<file path="src/rtl/alu_serial_ctrl.sv">
// alu_serial_ctrl: bit-serial ALU sequencer.
// Runs one WIDTH-bit ALU operation over WIDTH clocks through a single
// bitslice, LSB first. It owns the operand and result shift registers,
// the carry flop, the bit counter and the start/busy/done handshake.
module alu_serial_ctrl #(
    parameter int WIDTH = 8
) (
    input  logic             clk,
    input  logic             reset_n,
    input  logic             start,
    input  logic [2:0]       op,
    input  logic [WIDTH-1:0] a_in,
    input  logic [WIDTH-1:0] b_in,
    output logic             busy,
    output logic             done,
    output logic [WIDTH-1:0] result,
    output logic             cout,
    output logic             ovf,
    output logic             zero,
    output logic             neg
);

    localparam int CNT_W = (WIDTH > 2) ? $clog2(WIDTH) : 1;

    localparam logic [1:0] ST_IDLE = 2'd0;
    localparam logic [1:0] ST_RUN  = 2'd1;
    localparam logic [1:0] ST_DONE = 2'd2;

    localparam logic [CNT_W-1:0] CNT_LAST = CNT_W'(WIDTH - 1);

    logic [1:0]       state_q, state_d;
    logic [WIDTH-1:0] a_sr_q, a_sr_d;
    logic [WIDTH-1:0] b_sr_q, b_sr_d;
    logic [WIDTH-1:0] r_sr_q, r_sr_d;
    logic [2:0]       op_q, op_d;
    logic             carry_q, carry_d;
    logic [CNT_W-1:0] cnt_q, cnt_d;
    logic [WIDTH-1:0] result_q, result_d;
    logic             cout_q, cout_d;
    logic             ovf_q, ovf_d;
    logic             zero_q, zero_d;
    logic             neg_q, neg_d;

    logic             slice_cin;
    logic             slice_b_eff;
    logic             slice_fout;
    logic             slice_cout;
    logic             arith;
    logic [WIDTH-1:0] r_final;

    // Single ALU bitslice: ctrl picks add / or / and / invert, mode inverts B
    // (or picks B for the invert op); logic ops pass the carry straight through.
    always_comb begin
        arith       = (op_q[2:1] == 2'b00);
        slice_cin   = arith ? carry_q : op_q[0];
        slice_b_eff = b_sr_q[0] ^ op_q[0];
        slice_fout  = 1'b0;
        slice_cout  = slice_cin;
        case (op_q[2:1])
            2'b00: begin
                slice_fout = a_sr_q[0] ^ slice_b_eff ^ slice_cin;
                slice_cout = (a_sr_q[0] & slice_b_eff) |
                             (slice_cin & (a_sr_q[0] ^ slice_b_eff));
            end
            2'b01:   slice_fout = a_sr_q[0] | slice_b_eff;
            2'b10:   slice_fout = a_sr_q[0] & slice_b_eff;
            default: slice_fout = op_q[0] ? ~b_sr_q[0] : ~a_sr_q[0];
        endcase
        r_final = {slice_fout, r_sr_q[WIDTH-1:1]};
    end

    // Sequencer: accept in IDLE, shift one bit per clock in RUN, publish the
    // result and flags on the last bit, then spend one cycle in DONE.
    always_comb begin
        state_d  = state_q;
        a_sr_d   = a_sr_q;
        b_sr_d   = b_sr_q;
        r_sr_d   = r_sr_q;
        op_d     = op_q;
        carry_d  = carry_q;
        cnt_d    = cnt_q;
        result_d = result_q;
        cout_d   = cout_q;
        ovf_d    = ovf_q;
        zero_d   = zero_q;
        neg_d    = neg_q;
        case (state_q)
            ST_IDLE: begin
                if (start) begin
                    a_sr_d  = a_in;
                    b_sr_d  = b_in;
                    op_d    = op;
                    carry_d = op[0];
                    cnt_d   = '0;
                    state_d = ST_RUN;
                end
            end
            ST_RUN: begin
                a_sr_d  = {1'b0, a_sr_q[WIDTH-1:1]};
                b_sr_d  = {1'b0, b_sr_q[WIDTH-1:1]};
                r_sr_d  = r_final;
                carry_d = slice_cout;
                cnt_d   = cnt_q + CNT_W'(1);
                if (cnt_q == CNT_LAST) begin
                    state_d  = ST_DONE;
                    result_d = r_final;
                    cout_d   = arith & slice_cout;
                    ovf_d    = arith & (carry_q ^ slice_cout);
                    zero_d   = (r_final == '0);
                    neg_d    = slice_fout;
                end
            end
            ST_DONE: state_d = ST_IDLE;
            default: state_d = ST_IDLE;
        endcase
    end

    // State register with asynchronous active-low reset that aborts any operation.
    always_ff @(posedge clk or negedge reset_n) begin
        if (!reset_n) begin
            state_q  <= ST_IDLE;
            a_sr_q   <= '0;
            b_sr_q   <= '0;
            r_sr_q   <= '0;
            op_q     <= '0;
            carry_q  <= 1'b0;
            cnt_q    <= '0;
            result_q <= '0;
            cout_q   <= 1'b0;
            ovf_q    <= 1'b0;
            zero_q   <= 1'b0;
            neg_q    <= 1'b0;
        end else begin
            state_q  <= state_d;
            a_sr_q   <= a_sr_d;
            b_sr_q   <= b_sr_d;
            r_sr_q   <= r_sr_d;
            op_q     <= op_d;
            carry_q  <= carry_d;
            cnt_q    <= cnt_d;
            result_q <= result_d;
            cout_q   <= cout_d;
            ovf_q    <= ovf_d;
            zero_q   <= zero_d;
            neg_q    <= neg_d;
        end
    end

    assign busy   = (state_q != ST_IDLE);
    assign done   = (state_q == ST_DONE);
    assign result = result_q;
    assign cout   = cout_q;
    assign ovf    = ovf_q;
    assign zero   = zero_q;
    assign neg    = neg_q;

endmodule

</file>
<file path="config.mk">
export PLATFORM = sky130hd
export DESIGN_NAME = alu_serial_ctrl
export DESIGN_NICKNAME = d
export VERILOG_FILES = /design/src/rtl/alu_serial_ctrl.sv
export SDC_FILE = /design/constraint.sdc
export NUM_CORES = 1
export LEC_CHECK = 0
export ABC_AREA = 1
export CAP_MARGIN = 20
export CORE_MARGIN = 4
export CORE_UTILIZATION = 56
export CTS_CLUSTER_SIZE = 14
export DETAILED_ROUTE_END_ITERATION = 8
export PLACE_DENSITY = 0.84
export SYNTH_ARGS = -nofsm -noshare
export SYNTH_HDL_FRONTEND = slang
export SYNTH_SLANG_ARGS = --single-unit
export TNS_END_PERCENT = 30
</file>
<file path="constraint.sdc">
create_clock -name clk -period 3.2 [get_ports clk]
set_input_delay 0.32 -clock clk [delete_from_list [all_inputs] [get_ports clk]]
set_output_delay 0.32 -clock clk [all_outputs]
set_load 0.005 [all_outputs]
</file>
# Yosys cells after proc, flatten, opt, wreduce, memory -nomap -nowiden
# Cells that the tools add are included.
dict set report totals {
  wordCells 56
  input_bits 22
  register_bits 45
  out_inout_bits 14
}
dict set report op_classes {
  bitwise_logic 12
  reduce_logical 9
  eq_ne 7
  addsub 1
  n_mux 15
}
# cell n
set op_table {}
lappend op_table {{case mux 8 bit (2 select lines)} 2}
lappend op_table {{two-way mux 8 bit} 2}
lappend op_table {{logical NOT 8 bit} 1}
lappend op_table {{AND reduction 2 bit} 4}
lappend op_table {{case mux 3 bit (2 select lines)} 1}
lappend op_table {{bitwise AND 1 bit} 4}
lappend op_table {{== test 2 x 1 -> 1 bit, second input constant} 2}
lappend op_table {{== test 2 bit, second input constant} 2}
lappend op_table {{logical NOT 2 bit} 2}
lappend op_table {{two-way mux 1 bit} 4}
lappend op_table {{two-way mux 2 bit} 2}
lappend op_table {{inequality test 2 bit, second input constant} 2}
lappend op_table {{case mux 2 bit (2 select lines)} 1}
lappend op_table {{nonzero test 2 bit} 2}
lappend op_table {{XOR 1 bit} 4}
lappend op_table {{adder 3 x 1 -> 3 bit, second input constant} 1}
lappend op_table {{== test 3 bit, second input constant} 1}
lappend op_table {{two-way mux 3 bit} 1}
lappend op_table {{case mux 1 bit (3 select lines)} 1}
lappend op_table {{inverter 1 bit} 2}
lappend op_table {{OR 1 bit} 2}
lappend op_table {{case mux 1 bit (2 select lines)} 1}

# Logic depth before layout (Yosys ltp)
dict set report depth {
  depth_word 7
  depth_mapped 11
  ltp_nobuf 11
}

# Least setup slack after synthesis
# Ideal clock, no wire load.
dict set report synth_path {
  path_kind {reg-to-reg}
  start {register op_q[1]}
  end {register ovf_q, in the netlist ovf}
  period_less_slack_ns 1.560
  path_buffers 0
  path_slack_ns 1.640
  arrival_ns 1.441
  path_stages_with_launch 11
  t_required_ns 3.081
  setup_time_ns 0.119
  path_cell_list {dfrtp_1 inv_1 nand2_1 o21a_1 fa_1 inv_1 nand2_1 nand2_1 nand2_1 nand2_1 o21ai_2}
}
dict set report synth_between {
  elab_chain_cells 7
}
# item line_no
set synth_lines {}
lappend synth_lines {{start, declared} 35} ;# logic [2:0] op_q, op_d;
lappend synth_lines {{start signal, assigned} 138} ;# op_q <= op_d;
lappend synth_lines {{logical NOT 2 bit *} {54, 59}}
lappend synth_lines {{two-way mux 1 bit} 55} ;# slice_cin = arith ? carry_q : op_q[0];
lappend synth_lines {{bitwise AND 1 bit} 63} ;# (slice_cin & (a_sr_q[0] ^ slice_b_eff));
lappend synth_lines {{OR 1 bit} 62} ;# slice_cout = (a_sr_q[0] & slice_b_eff) |
lappend synth_lines {{two-way mux 1 bit} 59} ;# case (op_q[2:1])
lappend synth_lines {{XOR 1 bit} 108} ;# ovf_d = arith & (carry_q ^ slice_cout);
lappend synth_lines {{bitwise AND 1 bit *} 108}
lappend synth_lines {{end signal, assigned} 143} ;# ovf_q <= ovf_d;
lappend synth_lines {{end, declared} 40} ;# logic ovf_q, ovf_d;
# Every way passes the cells marked *; elsewhere a longest branch is shown, timed or not.
# A chain may end at the register's enable or synchronous reset.

# Worst setup path in the final report
# Same ends and word-level chain as after synthesis.

==> flow_summary.json <==
{
  "finClkSkew_ps": 7.422,
  "cts_buffer_depth": 2,
  "use_met1_pct": 21.79,
  "clkPwrFrac_pct": 13.6,
  "cts_buffers": 5,
  "place.gp.congestion": 0.7834,
  "cts_resized": 0,
  "synth_seq_area_share_pct": 50.38,
  "postSynthAreaPerCell_um2": 8.612,
  "core_area_um2": 3661,
  "start_kind": "flip-flop",
  "gr-total-overflow": 0,
  "ys_ff_latch": 43,
  "vdd_ir_drop_max_mv": 0.4491,
  "route.detailed.drc": 0,
  "switchingPower_mw": 0.9979,
  "root_buffer": "clkbuf_8",
  "finalSetupViolCount": 0,
  "outcome": "finished, final reports clean",
  "grt_pass1_vias": 1455,
  "finalMaxSlewViolations": 0,
  "pin_count": 36,
  "final_area_um2": 2545,
  "worstSkewPairLatency_ps": 290,
  "cp_max_fo": 6,
  "cts.clk_slew.worst_paths_ps": 80,
  "synth_nets": 275,
  "post-cts-setup-buffer-count": 0,
  "dieArea_um2": 4866,
  "maxCapViolations": 0,
  "swShare_pct": 41.74,
  "p_per_area_nw_per_um2": 939.4,
  "max-slew-margin-rel_pct": 39.41,
  "initial_core_util_pct": 58.34,
  "final_net_count": 308,
  "antenna_found_initial": 0,
  "place_hpwl_mm": 2.618,
  "mostFrequentLayoutCells": "76 x nand2_1, 43 x dfrtp_1, 34 x clkdlybuf4s50_1",
  "netlist_instances": 248,
  "use_met2_pct": 25.85,
  "regToRegEndpoint": "ovf",
  "finalHoldViolCount": 0,
  "r2r_cells": 10,
  "final_common_cell": "nand2_1",
  "fin_crit_ps": 1758,
  "ant_nets": 0,
  "ys_types": 25,
  "finalCritPeriodShare_pct": 54.93,
  "power.leakage_nw": 1.238,
  "h-tree-depth": 2,
  "synthTopCellsByArea": "dfrtp_1 50%, nand2_1 13%, o21ai_2 7.0%",
  "antenna_cells": 0,
  "cts.sinks": 43,
  "vias": 1596,
  "syn_area_um2": 2136,
  "worstMarginPinSlew_ps": 908.8,
  "synth_top_area_share_pct": 50.38,
  "drt_wl_total_mm": 3.658,
  "wire_per_inst_um": 11.08,
  "r2r_start": "op_q[1]",
  "grt_setup_unrepaired": "false",
  "vias_per_cell": 4.836,
  "p_int_mw": 1.393,
  "holdWs_ps": 151.4,
  "path_class": "reg -> reg",
  "die_height_um": 69.76,
  "dp.cells": 322,
  "p_seq_share_pct": 37.5,
  "yosysWarnings": 0,
  "layout-drive-gt1-share_pct": 13.12,
  "fin_cells": 330,
  "track_usage_pct": 16.56,
  "critPathRequiredTime_ps": 3390,
  "hold_class": "in -> async",
  "top_usage_layer": "met2",
  "grt_pass1_wl_mm": 6.444,
  "numPortBuffers": 35,
  "tritoncts": "done",
  "crit_arrival_ps": 1950,
  "r2r_slack_ps": 1440,
  "std_cell_rows": 22,
  "tns_ps": 0,
  "fmax_ghz": 0.5689,
  "gr-usage-met3_pct": 5.362,
  "synth_top_area_cell": "dfrtp_1",
  "grt_max_degree": 44,
  "syn_to_final_growth_pct": 19.16,
  "dieWidth_um": 69.76,
  "cts-hold-fix-buffers": 0,
  "comb_power_share_pct": 48.8,
  "drtIter0Drc": 79,
  "crit_path_end_kind": "flip-flop",
  "first_pass_iters": 4,
  "place_area_um2": 2464
}
[area by class of cell]
cell class / count / area, um2
clock buffers: 7 / 76.32
clock inverters: 1 / 5.005
fillers: 299 / 1116
inverters: 37 / 143.9
multi-input cells: 159 / 838.3
flip-flops and latches: 43 / 1076
well taps: 48 / 60.06
repair buffers: 35 / 345.3
[metal layers]
layer	vias up	part of all wire (%)
met3	5	5.7
met4	0	1.6
met2	30	46
met1	719	47
met5	-	0
li1	842	-
[synthesized netlist by cell type]
cell / number
nand2_1: 76
dfrtp_1: 43
inv_1: 32
o21ai_0: 20
o21ai_2: 17
nor2_1: 11
o21ai_1: 11
nand3_1: 6
nand2_2: 5
buf_2: 4
ha_1: 4
inv_2: 3
buf_4: 2
buf_6: 2
inv_4: 2
a21oi_1: 1
a22o_1: 1
buf_12: 1
fa_1: 1
nand3_2: 1
nand4_1: 1
nor2_4: 1
nor2_8: 1
o211ai_1: 1
o21a_1: 1
[worst max-delay path: stages (launching register included)]
cell and delay (ps):
dfrtp_1 430, inv_1 110, nand2_1 100, o21a_1 190
fa_1 400, inv_1 80, nand2_1 50, nand2_1 110
nand2_1 60, nand2_1 70, o21ai_2 50
[logic make-up (layout without fill, tap and decap cells)]
logic type,count (synthesis),after routing,synth area share (%)
adders and majority gates,5,5,3.281
DFF,43,43,50.38
buffers and inverters,46,80,10.37
and+or+nand+nor,102,102,20.39
AOI/OAI and AO/OA,52,52,15.58
[worst max-delay path by stage]
stage / from / to / slack (ps) / depth (start not counted)
2_1_floorplan: op_q[1] / ovf / 1640 / 10
3_3_place_gp: start / a_sr_q[1] / 1390 / 6
3_5_place_dp: start / b_sr_q[6] / 1320 / 7
4_1_cts: op_q[1] / ovf / 1460 / 10
5_1_grt: op_q[1] / zero / 1320 / 10
6_report: op_q[1] / ovf / 1440 / 10
[power by group through the flow]
stage	clock (mW)	combinational [mW]	sequential, mW
after floorplan	0	0.933	0.888
after global placement	0	1.15	0.899
after detailed placement	0	1.18	0.905
after CTS	0.334	1.19	0.897
after global routing	0.354	1.35	0.922
final	0.325	1.17	0.898
[through the flow]
step / setup slack (ps) / util, % / power [mW]
floorplan: 1640 / - / 1.821
global placement: 1391 / 67.29 / 2.046
detailed placement: 1324 / 67.29 / 2.083
CTS: 1455 / 69.51 / 2.419
global route: 1317 / 69.51 / 2.626
finish: 1442 / 69.51 / 2.391
[flip-flops by register name, indices dropped and copies added (netlist names)]
register / count
result: 8
cnt_q: 3
state_q: 2
op_q: 3
a_sr_q: 8
r_sr_q: 7
b_sr_q: 8
carry_q: 1
zero: 1
cout: 1
ovf: 1
(Power assumes the default switching activity.)
==> variant, RTL diff (config.mk and constraints unchanged) <==
Set the parameter `WIDTH` to 16 (it was 8).
--- a/src/rtl/alu_serial_ctrl.sv
+++ b/src/rtl/alu_serial_ctrl.sv
@@ -4,5 +4,5 @@
 // the carry flop, the bit counter and the start/busy/done handshake.
 module alu_serial_ctrl #(
-    parameter int WIDTH = 8
+    parameter int WIDTH = 16
 ) (
     input  logic             clk,
Ports: changed (resized a_in, b_in and result); port bits go from 36 to 60. The function was not compared with the original's and may differ.
==> variant against the original RTL <==
- synthesized area increased by 66%
- clock skew is 2.2 ps higher
- sequential cell count up 33
- setup slack worse by 370 ps
- routed wire length increased by 77%
- total power rose by 68%
- die area up 57%
- cell area is 68% higher
- largest cell class unchanged
- largest power group unchanged
==> variant: results (changes against the original RTL) <==
via count 2,731 (+71%); routability cong. 0.780 (-0.41%); top cells by area, synth dfrtp_1 (54%), nand2_1 (14%), o21ai_1 (6.6%); Max Used Layer met4; setup bufs post-CTS 0 (unchanged); H-tree levels 3 (+1); Port Buffers 59 (+69%); vias in the first global route 2,517 (+73%); area post-placement 4070 µm² (+65%); worst-case clock buffer depth 2 (unchanged); non-filler cells, final 551 (+67%); status complete, no violations; CP arrival 2330 ps (+380 ps); Yosys cell types 25 (unchanged); M1 wire length 3.12 mm (+81%); peak supply drop 0.520 mV (+16%); static leakage 2.04 nW (+64%); dpl cells 535 (+66%); worst-path maximum fanout 66 (+60); GRT Util Overall 0.186 (+0.0208); CTS root buf clkbuf_8; fill cell count 459 (+54%); first-pass GRT wire length 11.2 mm (+74%); initial antenna violation count 0 (unchanged); fin nets 513 (+67%); Syn Inst Count 420 (+69%); Initial DRC Count 172 (+120%); area grow syn2layout 20.6%; cts repair resizes 0 (unchanged); clk_skew 9.67 ps (+2.24 ps); Max stage delay on crit path 560 ps (+130 ps); number of buffers created by CTS 9 (+4); Syn Nets 462 (+68%); fraction of layout cells with a size suffix above 1 0.0798 (-0.0514); Worst-Skew Late Latency 330 ps (+40 ps); DR WL met2 3.06 mm (+83%); largest net degree at the start of global routing 77 (+75%); sequential fraction of the synthesis area 0.537 (+0.0337); CTS clk-pin slew, worst paths 80 ps (about the same); top cells by count, synth nand2_1 (132), dfrtp_1 (76), inv_1 (57); met3 WL 232 µm (+12%); WL final 6.49 mm (+77%); CP max-delay cell inv_2; Slew HR 0.372 (-0.0220); dpl hpwl 4.38 mm (+67%); Top Family by Delay on Critical Path simple AND/OR/NAND/NOR gates
## variant: where the power goes
part | switching, mW | internal (mW)
clock | 0.326 | 0.401
sequential | 0.193 | 1.37
combinational | 1.03 | 0.690
total | 1.55 | 2.46
## variant: cell families after synthesis
kind of cell    Yosys count  share of synthesized area
compound gates          106                      0.165
fa+ha+maj                 4                     0.0163
buf+inv                  82                      0.112
flops                    76                      0.537
simple gates            152                      0.170
## variant: through the flow
stage / worst slack [ps] / hold WS [ps]
floorplan: 1550 / 24.4
global placement: 1150 / 459
detailed placement: 1120 / 473
CTS: 1080 / 155
global route: 845 / 193
finish: 1080 / 115
## variant: layout make-up
cell class,instances,area share
Sequential cell,76,0.446
Multi-Input combinational cell,262,0.291
Timing Repair Buffer,60,0.140
Inverter,62,0.0545
Clock buffer,12,0.0364
Tap cell,75,0.0220
Clock inverter,4,0.0111
## variant: metal layers
metal | vias to the layer above | GRT usage
met5 | - | 0
met3 | 9 | 0.0312
met4 | 0 | 0.0753
met1 | 1258 | 0.266
li1 | 1415 | -
met2 | 49 | 0.284
## variant: worst reg2reg max path, delay by kind of cell, from the launching register on
kind                   cells  cell delay [ps]
buffers and inverters      1              570
AO/OA/AOI/OAI              2              150
flip-flops                 1              410
AND/OR/NAND/NOR            3              870
## variant: path summary, 6_finish.rpt
check                      slack [ps]  startpoint          to  depth (start not counted)
setup / recovery                 1080  state_q[1]  a_sr_q[11]                          6
hold / removal                    120     reset_n  b_sr_q[11]                          1
setup reg to reg                 1080  state_q[1]  a_sr_q[11]                          6
hold reg to reg                   490   r_sr_q[7]   r_sr_q[6]                          2
max in group asynchronous        2480     reset_n   r_sr_q[1]                          1
min in group clk                  490   r_sr_q[7]   r_sr_q[6]                          2
